### src/rtl/alu_pkg.sv
// Shared definitions for the sequential ALU with iterative multiply/divide.
//   alu_op_t    : 3-bit operation code carried on the op port
//   OP_*        : operation encodings
//   alu_state_t : control FSM states of seq_alu_muldiv
package alu_pkg;

  typedef logic [2:0] alu_op_t;

  localparam alu_op_t OP_AND  = 3'b000;
  localparam alu_op_t OP_OR   = 3'b001;
  localparam alu_op_t OP_ADD  = 3'b010;
  localparam alu_op_t OP_SUB  = 3'b011;
  localparam alu_op_t OP_SLT  = 3'b100;
  localparam alu_op_t OP_MUL  = 3'b101;
  localparam alu_op_t OP_DIVU = 3'b110;
  localparam alu_op_t OP_REMU = 3'b111;

  typedef enum logic [1:0] {IDLE, MUL, DIV, DONE} alu_state_t;

endpackage

### src/rtl/seq_muldiv_core.sv
// Iterative unsigned multiply (shift-add) and, when SEQ_ALU_DIV_EN is
// defined, restoring divide. One result bit per cycle, WIDTH iterations.
// Ports:
//   clk, rst_n : clock, synchronous active-low reset
//   start      : load operands and begin iterating (ignored fields when busy)
//   mode       : operation (OP_MUL, OP_DIVU, OP_REMU)
//   a, b       : multiplicand/dividend, multiplier/divisor
//   done       : final iteration complete, result valid this cycle
//   result     : low product word, quotient or remainder
//   hi_nz      : high product word is nonzero (multiply overflow)
// Macro: SEQ_ALU_DIV_EN enables the divider datapath.
module seq_muldiv_core
  import alu_pkg::*;
#(
  parameter int WIDTH = 32
) (
  input  logic             clk,
  input  logic             rst_n,
  input  logic             start,
  input  alu_op_t          mode,
  input  logic [WIDTH-1:0] a,
  input  logic [WIDTH-1:0] b,
  output logic             done,
  output logic [WIDTH-1:0] result,
  output logic             hi_nz
);

  localparam int CNT_W = $clog2(WIDTH) + 1;

  // acc holds {partial product, multiplier} or {remainder, dividend/quotient}
  logic [2*WIDTH-1:0] acc_q;
  logic [2*WIDTH-1:0] acc_next;
  logic [WIDTH-1:0]   opb_q;
  logic [CNT_W-1:0]   cnt_q;
  logic               busy_q;
  logic [WIDTH:0]     mul_sum;

`ifdef SEQ_ALU_DIV_EN
  logic               div_mode_q;
  logic               rem_sel_q;
  logic [WIDTH:0]     div_shift;
  logic               div_ge;
  logic [WIDTH-1:0]   div_rem;
`else
  logic               unused_mode;
  assign unused_mode = ^mode;
`endif

  assign done  = busy_q && (cnt_q == '0);
  assign hi_nz = |acc_q[2*WIDTH-1:WIDTH];

`ifdef SEQ_ALU_DIV_EN
  assign result = rem_sel_q ? acc_q[2*WIDTH-1:WIDTH] : acc_q[WIDTH-1:0];
`else
  assign result = acc_q[WIDTH-1:0];
`endif

  always_comb begin
    mul_sum  = {1'b0, acc_q[2*WIDTH-1:WIDTH]} + (acc_q[0] ? {1'b0, opb_q} : '0);
    acc_next = {mul_sum, acc_q[WIDTH-1:1]};
`ifdef SEQ_ALU_DIV_EN
    // A zero divisor always "fits": quotient fills with ones and the
    // dividend bits shift unchanged into the remainder.
    div_shift = {acc_q[2*WIDTH-1:WIDTH], acc_q[WIDTH-1]};
    div_ge    = div_shift >= {1'b0, opb_q};
    div_rem   = WIDTH'(div_shift - {1'b0, opb_q});
    if (div_mode_q) begin
      if (div_ge) acc_next = {div_rem, acc_q[WIDTH-2:0], 1'b1};
      else        acc_next = {acc_q[2*WIDTH-2:0], 1'b0};
    end
`endif
  end

  always_ff @(posedge clk) begin
    if (!rst_n) begin
      acc_q      <= '0;
      opb_q      <= '0;
      cnt_q      <= '0;
      busy_q     <= 1'b0;
`ifdef SEQ_ALU_DIV_EN
      div_mode_q <= 1'b0;
      rem_sel_q  <= 1'b0;
`endif
    end else if (start) begin
      acc_q      <= {{WIDTH{1'b0}}, a};
      opb_q      <= b;
      cnt_q      <= CNT_W'(WIDTH);
      busy_q     <= 1'b1;
`ifdef SEQ_ALU_DIV_EN
      div_mode_q <= (mode == OP_DIVU) || (mode == OP_REMU);
      rem_sel_q  <= (mode == OP_REMU);
`endif
    end else if (busy_q) begin
      if (cnt_q != '0) begin
        acc_q <= acc_next;
        cnt_q <= cnt_q - CNT_W'(1);
      end else begin
        busy_q <= 1'b0;
      end
    end
  end

endmodule

### src/rtl/seq_alu_muldiv.sv
// Registered, valid/ready handshaked ALU: AND/OR/ADD/SUB/SLT in one cycle,
// MUL/DIVU/REMU iterated over WIDTH cycles in seq_muldiv_core.
// Ports:
//   clk, rst_n          : clock, synchronous active-low reset
//   in_valid, in_ready  : request handshake (one request in flight)
//   in1, in2, op        : operands and operation
//   out_valid, out_ready: result handshake, outputs held until accepted
//   result, overflow, zero : registered result and flags
// Macro: SEQ_ALU_DIV_EN adds the divider; without it DIVU/REMU complete in
// one cycle with result=0, overflow=1.
//
// state | meaning
// IDLE  | in_ready=1, waiting for a request
// MUL   | shift-add multiply iterating
// DIV   | restoring divide iterating
// DONE  | out_valid=1, holding result until out_ready
module seq_alu_muldiv
  import alu_pkg::*;
#(
  parameter int WIDTH = 32
) (
  input  logic             clk,
  input  logic             rst_n,
  input  logic             in_valid,
  output logic             in_ready,
  input  logic [WIDTH-1:0] in1,
  input  logic [WIDTH-1:0] in2,
  input  alu_op_t          op,
  output logic             out_valid,
  input  logic             out_ready,
  output logic [WIDTH-1:0] result,
  output logic             overflow,
  output logic             zero
);

  alu_state_t       state_q, state_d;
  logic             start;
  logic             core_done;
  logic [WIDTH-1:0] core_result;
  logic             core_hi_nz;
  logic [WIDTH-1:0] sum, diff, alu_res;
  logic             alu_ovf;
`ifdef SEQ_ALU_DIV_EN
  logic             div_zero_q;
`endif

  seq_muldiv_core #(.WIDTH(WIDTH)) u_core (
    .clk    (clk),
    .rst_n  (rst_n),
    .start  (start),
    .mode   (op),
    .a      (in1),
    .b      (in2),
    .done   (core_done),
    .result (core_result),
    .hi_nz  (core_hi_nz)
  );

  // Single-cycle results are evaluated on the accept cycle and registered
  // straight into the output, which gives the one-cycle latency.
  always_comb begin
    sum     = in1 + in2;
    diff    = in1 - in2;
    alu_res = '0;
    alu_ovf = 1'b0;
    case (op)
      OP_AND: alu_res = in1 & in2;
      OP_OR:  alu_res = in1 | in2;
      OP_ADD: begin
        alu_res = sum;
        alu_ovf = (in1[WIDTH-1] == in2[WIDTH-1]) && (sum[WIDTH-1] != in1[WIDTH-1]);
      end
      OP_SUB: begin
        alu_res = diff;
        alu_ovf = (in1[WIDTH-1] != in2[WIDTH-1]) && (diff[WIDTH-1] != in1[WIDTH-1]);
      end
      OP_SLT: alu_res = {{(WIDTH-1){1'b0}}, ($signed(in1) < $signed(in2))};
`ifndef SEQ_ALU_DIV_EN
      OP_DIVU, OP_REMU: alu_ovf = 1'b1;
`endif
      default: ;
    endcase
  end

  always_ff @(posedge clk) begin
    if (!rst_n) state_q <= IDLE;
    else        state_q <= state_d;
  end

  always_comb begin
    state_d   = state_q;
    start     = 1'b0;
    in_ready  = 1'b0;
    out_valid = 1'b0;
    case (state_q)
      IDLE: begin
        in_ready = 1'b1;
        if (in_valid) begin
          if (op == OP_MUL) begin
            state_d = MUL;
            start   = 1'b1;
          end
`ifdef SEQ_ALU_DIV_EN
          else if ((op == OP_DIVU) || (op == OP_REMU)) begin
            state_d = DIV;
            start   = 1'b1;
          end
`endif
          else begin
            state_d = DONE;
          end
        end
      end
      MUL, DIV: if (core_done) state_d = DONE;
      DONE: begin
        out_valid = 1'b1;
        if (out_ready) state_d = IDLE;
      end
      default: state_d = IDLE;
    endcase
  end

  always_ff @(posedge clk) begin
    if (!rst_n) begin
      result     <= '0;
      overflow   <= 1'b0;
      zero       <= 1'b0;
`ifdef SEQ_ALU_DIV_EN
      div_zero_q <= 1'b0;
`endif
    end else if ((state_q == IDLE) && in_valid) begin
      if (!start) begin
        result   <= alu_res;
        overflow <= alu_ovf;
        zero     <= (alu_res == '0);
      end
`ifdef SEQ_ALU_DIV_EN
      div_zero_q <= (in2 == '0);
`endif
    end else if (((state_q == MUL) || (state_q == DIV)) && core_done) begin
      result <= core_result;
      zero   <= (core_result == '0);
`ifdef SEQ_ALU_DIV_EN
      overflow <= (state_q == DIV) ? div_zero_q : core_hi_nz;
`else
      overflow <= core_hi_nz;
`endif
    end
  end

endmodule

### config.mk
export PLATFORM = sky130hd
export DESIGN_NAME = seq_alu_muldiv
export DESIGN_NICKNAME = d
export VERILOG_FILES = /design/src/rtl/alu_pkg.sv /design/src/rtl/seq_muldiv_core.sv /design/src/rtl/seq_alu_muldiv.sv
export SDC_FILE = /design/constraint.sdc
export NUM_CORES = 1
export LEC_CHECK = 0
export BUFFER_PORTS_ARGS = -buffer_cell sky130_fd_sc_hd__buf_2
export CAP_MARGIN = 10
export CORE_AREA = 10 10 188 190
export DETAILED_ROUTE_END_ITERATION = 7
export DIE_AREA = 0 0 198 200
export GPL_ROUTABILITY_DRIVEN = 1
export PLACE_DENSITY = 0.58
export SLEW_MARGIN = 20
export SYNTH_ARGS = -nofsm -noshare
export SYNTH_HDL_FRONTEND = slang
export SYNTH_SLANG_ARGS = --single-unit
### constraint.sdc
create_clock -name clk -period 3.8 [get_ports clk]
set_input_delay 0 -clock clk [delete_from_list [all_inputs] [get_ports clk]]
set_output_delay 0 -clock clk [all_outputs]
set_load 0.005 [all_outputs]
==> results of run 1 <==
cell type report:
class | instances | area [sq um] | share of cell area [%]
Tap cell | 402 | 503.0 | 3.186
Inverter | 114 | 427.9 | 2.711
Sequential cell | 139 | 2784 | 17.64
Clock buffer | 17 | 425.4 | 2.695
Multi-Input combinational cell | 1381 | 9015 | 57.11
Timing Repair Buffer | 343 | 2432 | 15.41
Clock inverter | 15 | 197.7 | 1.252
where the power goes:
| part | internal [mW] | switching [mW] | total, mW |
|---|---|---|---|
| Clock | 1.10 | 0.677 | 1.77 |
| Sequential | 1.57 | 0.0954 | 1.66 |
| Combinational | 0.785 | 1.16 | 1.95 |
| Total | 3.45 | 1.93 | 5.38 |
critical path: cells and delay by family:
| kind | cells | cell delay (ns) |
|---|---|---|
| compound gates | 6 | 1.00 |
| simple gates | 4 | 1.57 |
| xor+xnor | 1 | 0.16 |
| fa+ha+maj | 1 | 0.34 |
| buf+inv | 4 | 0.96 |
Yosys cell counts (7+ instances only):
library cell / count / area, sq um
buf_1: 11 / 41.29
o221ai_1: 8 / 70.07
and2_1: 37 / 231.5
ha_1: 137 / 1714
inv_1: 112 / 420.4
a311oi_1: 40 / 350.3
or3_1: 11 / 68.82
xor2_1: 9 / 78.83
xnor2_1: 41 / 359.1
or2_2: 7 / 43.79
a21o_1: 33 / 247.7
a211oi_1: 41 / 307.8
a31oi_1: 20 / 125.1
and3_1: 9 / 56.30
nand2b_1: 11 / 68.82
o21ai_0: 61 / 305.3
nand2_1: 257 / 964.7
nand3_1: 27 / 135.1
a21oi_1: 166 / 830.8
nand4_1: 14 / 87.58
clkbuf_1: 84 / 315.3
o41ai_1: 8 / 70.07
nor2b_1: 19 / 118.9
o31ai_1: 12 / 90.09
nor2_1: 195 / 732.0
dfxtp_1: 139 / 2783
nor4_1: 27 / 168.9
a221oi_1: 10 / 87.58
o211ai_1: 19 / 142.6
o21bai_1: 11 / 82.58
nor3_1: 38 / 190.2
buf_2: 9 / 45.04
o21a_1: 10 / 75.07
how the worst max path moves through the flow:
stage                        from                end  slack (ns)  cells past startpoint
after global routing      in2[19]  zero$_SDFFE_PN0P_       -0.08                     16
after global placement     in2[1]  zero$_SDFFE_PN0P_       -0.24                     18
after floorplan            in2[6]  zero$_SDFFE_PN0P_        0.29                     15
after detailed placement   in1[0]  zero$_SDFFE_PN0P_       -0.32                     18
after CTS                 in2[19]  zero$_SDFFE_PN0P_        0.02                     16
final                     in2[19]  zero$_SDFFE_PN0P_        0.12                     16
flip-flops by register name, indices dropped and copies added (netlist names):
name and count:
u_core.acc_q 64, result 32, u_core.opb_q 32, u_core.cnt_q 6, state_q 2, overflow 1, u_core.busy_q 1, zero 1
metal layers:
metal | global-route usage, % | share of wire (%) | vias to the layer above
li1 | - | - | 6692
met1 | 32.88 | 46 | 6491
met2 | 38.09 | 46 | 512
met3 | 2.696 | 6.5 | 57
met4 | 6.663 | 1.9 | 2
met5 | 0 | 0.027 | -
cell families (layout without fill, tap and decap cells):
| group | count (synthesis) | in the layout |
|---|---|---|
| AND/OR/NAND/NOR | 677 | 677 |
| flip-flops | 139 | 139 |
| AO/OA/AOI/OAI | 506 | 506 |
| XOR/XNOR | 50 | 50 |
| buffers and inverters | 220 | 489 |
| multiplexers | 8 | 8 |
| adder cells (fa/ha/maj) | 140 | 140 |
through the flow:
step                instance area [sq um]  total power [mW]  worst slack [ns]  utilization, %  hold slack [ns]
finish                              15790             5.384            0.1169           50.28        0.0009721
global route                        15790             5.634          -0.08213           50.28          0.01975
CTS                                 15670             5.347           0.02240           49.91         0.001203
detailed placement                  14610             3.547           -0.3227           46.52           0.2921
global placement                    14610             3.542           -0.2412           46.52           0.2881
floorplan                           12490             2.732            0.2870               -           0.1360
timing repair:
| action | CTS | global route |
|---|---|---|
| endpoints found under the setup margin | 0 | 8 |
| endpoints found under the hold margin | 46 | 0 |
| hold buffers | 44 | 0 |
| resized for setup | 0 | 23 |
==> impl_metrics.py, run 1 <==
metrics = {
    "synth": {
        "synth-simple-area-share_pct": 24.84,
        "yosysSeqAreaShare_pct": 22.28,
        "synth_top_family_by_area": "compound AO/OA/AOI/OAI gates",
        "synth_edf_count": 0,
        "muxShareOfSynthArea_pct": 0.7514,
        "synth.distinct_cells": 85,
        "syn_nets": 1951,
        "syn_area_sq_um": 12490,
        "synth_xor_xnor_area_share_pct": 3.507,
        "yosys_warnings": 0,
        "syn_inst": 1740,
        "syn_area_per_cell_sq_um": 7.177,
        "synth_flop_cell": "dfxtp_1",
        "ys_async_sr_fraction_pct": 0,
        "ys_seq_elements": 139,
        "synth_compound_area_share_pct": 27.62,
        "synth-adder-area-share_pct": 14.21,
    },
    "power_and_ir_drop": {
        "ir_worst_vdd_uv": 323.1,
        "powerDensity_nw_per_um2": 341.1,
        "p_leak_nw": 7.048,
    },
    "worst_setup_path": {
        "crit_type": "input pin to flip-flop",
        "crit_path_start_kind": "input pin",
        "r2r_cells": 13,
        "reg2reg_to": "zero$_SDFFE_PN0P_",
        "cp_slowest_stage_delay_ns": 0.54,
        "crit_path_end_kind": "flip-flop",
        "cp_slowest_cell": "nor4_1",
        "reg2reg_slack_ns": 0.17,
        "path_cells": "dlygate4sd3_1 -> buf_2 -> inv_1 -> ha_1 -> buf_4 -> a21o_1 -> a21oi_1 -> o21bai_1 -> nor4_1 -> a2111oi_4 -> xnor2_1 -> o21ai_2 -> nand2_1 -> or4b_1 -> or4_1 -> o31ai_2",
        "rr_startpoint": "state_q[0]$_SDFFE_PN0P_",
        "cp.arrival_ns": 4.03,
        "critPathMaxFanout": 6,
        "required_ns": 4.15,
    },
    "die": {
        "die_x_um": 198,
        "fp-row-count": 65,
        "die_h_um": 200,
        "dieArea_sq_um": 39600,
        "core_sq_um": 31390,
        "initial_core_util_pct": 39.78,
        "pin_count": 107,
    },
    "sta": {
        "post-route-period-util_pct": 96.92,
        "worst_pin_slew_ns": 1.028,
        "slew_violations": 0,
        "setup_viol": 0,
        "hold_viol": 0,
        "max_freq_mhz": 271.5,
        "final.min_clock_period_ns": 3.683,
        "rsz0062_at_grt": "true",
        "skew_ns": 0.008250,
        "setup-tns-final_ns": 0,
        "slew_headroom_pct": 31.22,
    },
    "finish": {
        "fill_cells": 3104,
        "area_growth_pct": 26.40,
        "fin_cells": 2411,
        "n_antenna_cell": 0,
        "final_common_cell": "nand2_1",
        "mostFrequentLayoutCells": "nand2_1, nor2_1, buf_4",
        "nets": 2207,
        "drive_gt1_share_pct": 19.66,
    },
    "route": {
        "num_vias": 13754,
        "drtIter0Drc": 1186,
        "routed_wirelength_mm": 48.04,
        "drc": 0,
        "ant_nets": 0,
        "routedWlPerCell_um": 19.92,
        "routed_via_density": 5.705,
        "drtPass1Iterations": 6,
    },
    "clock_network": {
        "clk_latency_ns": 0.43,
        "ctsRootBufferMaster": "clkbuf_16",
        "post_cts_buffers": 0,
        "clk_pin_slew_worst_paths_ns": 0.06,
        "clockBufferDepth": 2,
        "numClockSinks": 139,
        "numCtsBuffers": 17,
        "cts_tree": "yes",
        "htreeDepth": 4,
    },
    "worst_hold_path": {
        "hold_path_depth": 3,
        "min_path_type": "input pin to flip-flop",
        "min-delay-start": "in1[25]",
        "holdPathEnd": "u_core.acc_q[25]$_SDFFE_PN0P_",
    },
    "outcome": {
        "outcome": "completed",
    },
    "global_routing": {
        "track_usage_pct": 23.74,
        "grt_start_max_net_pins": 99,
        "gr-total-overflow": 0,
        "grt_pass1_vias": 13153,
        "antenna_found_initial": 2,
        "grt_pass1_wl_mm": 74.29,
    },
    "placed_design": {
        "dp_hpwl_mm": 37.52,
        "io_buffers": 106,
        "dp.cells": 2335,
        "place_congestion": 0.9483,
    },
    "job": {
        "maxCapViolations": 0,
    },
}
No activity file was read; power rests on OpenSTA's default activity.
==> run 2, diff against run 1 <==
--- a/config.mk
+++ b/config.mk
@@ -5,13 +5,15 @@
 export SDC_FILE = /design/constraint.sdc
 export NUM_CORES = 1
 export LEC_CHECK = 0
+export ABC_AREA = 1
 export BUFFER_PORTS_ARGS = -buffer_cell sky130_fd_sc_hd__buf_2
 export CAP_MARGIN = 10
-export CORE_AREA = 10 10 188 190
+export CORE_AREA = 10 10 199 201
 export DETAILED_ROUTE_END_ITERATION = 7
-export DIE_AREA = 0 0 198 200
+export DIE_AREA = 0 0 209 211
 export GPL_ROUTABILITY_DRIVEN = 1
-export PLACE_DENSITY = 0.58
+export PLACE_DENSITY = 0.57
+export SETUP_SLACK_MARGIN = 0.02
 export SLEW_MARGIN = 20
 export SYNTH_ARGS = -nofsm -noshare
 export SYNTH_HDL_FRONTEND = slang
==> impl_metrics.py, run 2 <==
metrics = {
    "outcome": {
        "outcome": "finished with violations",
        "violations": "negative hold slack",
    },
    "clock_network": {
        "cts_resized": 0,
        "clockBufferDepth": 2,
        "htreeDepth": 4,
        "cts_tree": "yes",
        "clk_latency_ns": 0.42,
        "numClockSinks": 139,
        "clk_pin_slew_worst_paths_ns": 0.06,
        "cts_hold_buf": 62,
        "ctsRootBufferMaster": "clkbuf_16",
        "post_cts_buffers": 0,
        "numCtsBuffers": 17,
    },
    "sta": {
        "worst_pin_slew_ns": 1.055,
        "fin_hold_ws_ns": -0.01076,
        "hold_viol": 1,
        "slew_headroom_pct": 29.70,
        "setup-tns-final_ns": 0,
        "fin_ws_ns": 0.7559,
        "slew_violations": 0,
        "setup_viol": 0,
        "skew_ns": 0.01151,
        "final.min_clock_period_ns": 3.044,
        "post-route-period-util_pct": 80.11,
        "max_freq_mhz": 328.5,
        "rsz0062_at_grt": "false",
    },
    "route": {
        "drc": 0,
        "num_vias": 15896,
        "ant_nets": 0,
        "routed_via_density": 5.311,
        "drtPass1Iterations": 6,
        "routedWlPerCell_um": 19.15,
        "drtIter0Drc": 1715,
        "routed_wirelength_mm": 57.31,
    },
    "synth": {
        "yosys-top-cells-area": "dfxtp_1, nand2_1, ha_1",
        "syn_inst": 2404,
        "muxShareOfSynthArea_pct": 0,
        "synth_flop_cell": "dfxtp_1",
        "synth_compound_area_share_pct": 17.57,
        "yosysSeqAreaShare_pct": 19.82,
        "yosys_warnings": 0,
        "synth-adder-area-share_pct": 12.63,
        "syn_area_sq_um": 14040,
        "synth.most_common_cell": "nand2_1",
        "syn_nets": 2615,
        "synth_top_area_share_pct": 19.82,
        "ys_async_sr_fraction_pct": 0,
        "synth-simple-area-share_pct": 34.45,
        "yosysTopAreaCell": "dfxtp_1",
        "syn_area_per_cell_sq_um": 5.841,
        "yosys-top-cells-count": "nand2_1, inv_1, nor2_1",
        "synth_top_family_by_area": "simple AND/OR/NAND/NOR gates",
        "ys_seq_elements": 139,
        "synth_edf_count": 0,
        "synth.distinct_cells": 45,
        "synth_xor_xnor_area_share_pct": 1.247,
    },
    "placed_design": {
        "dp_hpwl_mm": 45.80,
        "dp.cells": 2899,
        "dp_slack_ns": 0.7871,
        "place_congestion": 1.026,
        "post_dp_cell_area_sq_um": 14870,
        "io_buffers": 106,
    },
    "global_routing": {
        "grt_pass1_wl_mm": 87.42,
        "antenna_found_initial": 0,
        "track_usage_pct": 25.08,
        "grt_start_max_net_pins": 107,
        "grt_pass1_vias": 14988,
        "gr-total-overflow": 0,
    },
    "worst_hold_path": {
        "min_path_type": "input pin to flip-flop",
        "hold_path_depth": 3,
        "min-delay-start": "in2[4]",
        "holdPathEnd": "u_core.opb_q[4]$_SDFFE_PN0P_",
    },
    "worst_setup_path": {
        "cp.arrival_ns": 3.40,
        "startpoint": "in1[19]",
        "critPathMaxFanout": 10,
        "crit_path_end_kind": "flip-flop",
        "crit_type": "input pin to flip-flop",
        "r2r_cells": 20,
        "rr_startpoint": "u_core.acc_q[0]$_SDFFE_PN0P_",
        "reg2reg_to": "u_core.acc_q[53]$_SDFFE_PP0P_",
        "reg2reg_slack_ns": 0.76,
        "crit_path_start_kind": "input pin",
        "required_ns": 4.15,
    },
    "die": {
        "core_sq_um": 35400,
        "fp-row-count": 69,
        "die_x_um": 209,
        "dieArea_sq_um": 44100,
        "die_h_um": 211,
        "initial_core_util_pct": 39.67,
        "pin_count": 107,
    },
    "power_and_ir_drop": {
        "p_int_mw": 3.209,
        "powerDensity_nw_per_um2": 321.7,
        "p_sw_share_pct": 38.12,
        "ir_worst_vdd_uv": 367.8,
        "power_frac_clock_pct": 34.6,
        "combPwrFrac_pct": 33.7,
        "p_sw_mw": 1.977,
        "pwr-share-seq_pct": 31.8,
        "p_total_mw": 5.186,
        "p_leak_nw": 8.489,
    },
    "job": {
        "maxCapViolations": 0,
    },
    "finish": {
        "mostFrequentLayoutCells": "nand2_1, inv_1, nor2_1",
        "nets": 2730,
        "final_common_cell": "nand2_1",
        "fin_cells": 2993,
        "area_growth_pct": 14.81,
        "reg_top3": "u_core.acc_q (64), result (32), u_core.opb_q (32)",
        "regMostFlops": "u_core.acc_q",
        "final_area_sq_um": 16120,
        "final_util_pct": 45.55,
        "largest_reg_flops": 64,
        "n_antenna_cell": 0,
        "drive_gt1_share_pct": 8.373,
    },
}
[run 2: changes by cell type in the layout (fill, tap and decap cells not counted), moves of 35 or more]
cell / delta
buf_4: -176
a21oi_1: +38
a311oi_1: -40
a211oi_1: -39
inv_1: +302
o21ai_0: +74
xnor2_1: -35
nand2_1: +372
nand3_1: +139
[run 2: worst max path at each step]
stage                                    end  depth (start not counted)
6_report                   zero$_SDFFE_PN0P_                         20
5_1_grt        u_core.acc_q[53]$_SDFFE_PP0P_                         20
4_1_cts        u_core.acc_q[53]$_SDFFE_PP0P_                         20
3_5_place_dp   u_core.acc_q[53]$_SDFFE_PP0P_                         20
3_3_place_gp   u_core.acc_q[53]$_SDFFE_PP0P_                         20
2_1_floorplan  u_core.acc_q[53]$_SDFFE_PP0P_                         21
[run 2: power by group through the flow]
stage / Clock, mW / Combinational [mW] / Sequential (mW)
global route: 1.87 / 1.94 / 1.66
finish: 1.79 / 1.75 / 1.65
CTS: 1.81 / 1.72 / 1.65
global placement: 0 / 1.66 / 1.67
detailed placement: 0 / 1.66 / 1.68
floorplan: 0 / 1.08 / 1.65
[run 2: layer usage]
layer	part of all wire [%]	GRT usage, %	routed length [um]	up-vias
met4	2.6	6.773	1462	0
met5	0	0	0	-
li1	-	-	-	7911
met1	45	34.52	26050	7236
met3	8.2	3.593	4682	67
met2	44	40.02	25110	682
[run 2: kinds of logic after synthesis]
logic type / Yosys count
and+or+nand+nor: 1146
buffers and inverters: 513
AOI/OAI and AO/OA: 446
adders and majority gates: 140
DFF: 139
xor gates and xnor gates: 20
[run 2: area by class of cell]
type / count / area [sq um]
multi-input cells: 1752 / 9271
clock inverters: 14 / 195.2
flip-flops and latches: 139 / 2783
repair buffers: 184 / 1271
inverters: 425 / 1595
fillers: 3867 / 19270
well taps: 461 / 576.8
clock buffers: 18 / 429.2
[run 2: critical path, stage by stage]
cell,delay (ns)
dlygate4sd3_1,0.53
buf_2,0.15
inv_1,0.05
ha_1,0.64
nand2_1,0.22
nor2_1,0.24
inv_1,0.11
nor2_2,0.13
nand4_1,0.18
nand3_1,0.14
nand2_1,0.05
inv_1,0.06
nor2_1,0.04
nor2_1,0.29
nand2_1,0.09
nor2_1,0.12
nand2_1,0.06
nor2_1,0.09
nand2_1,0.07
a21oi_2,0.11
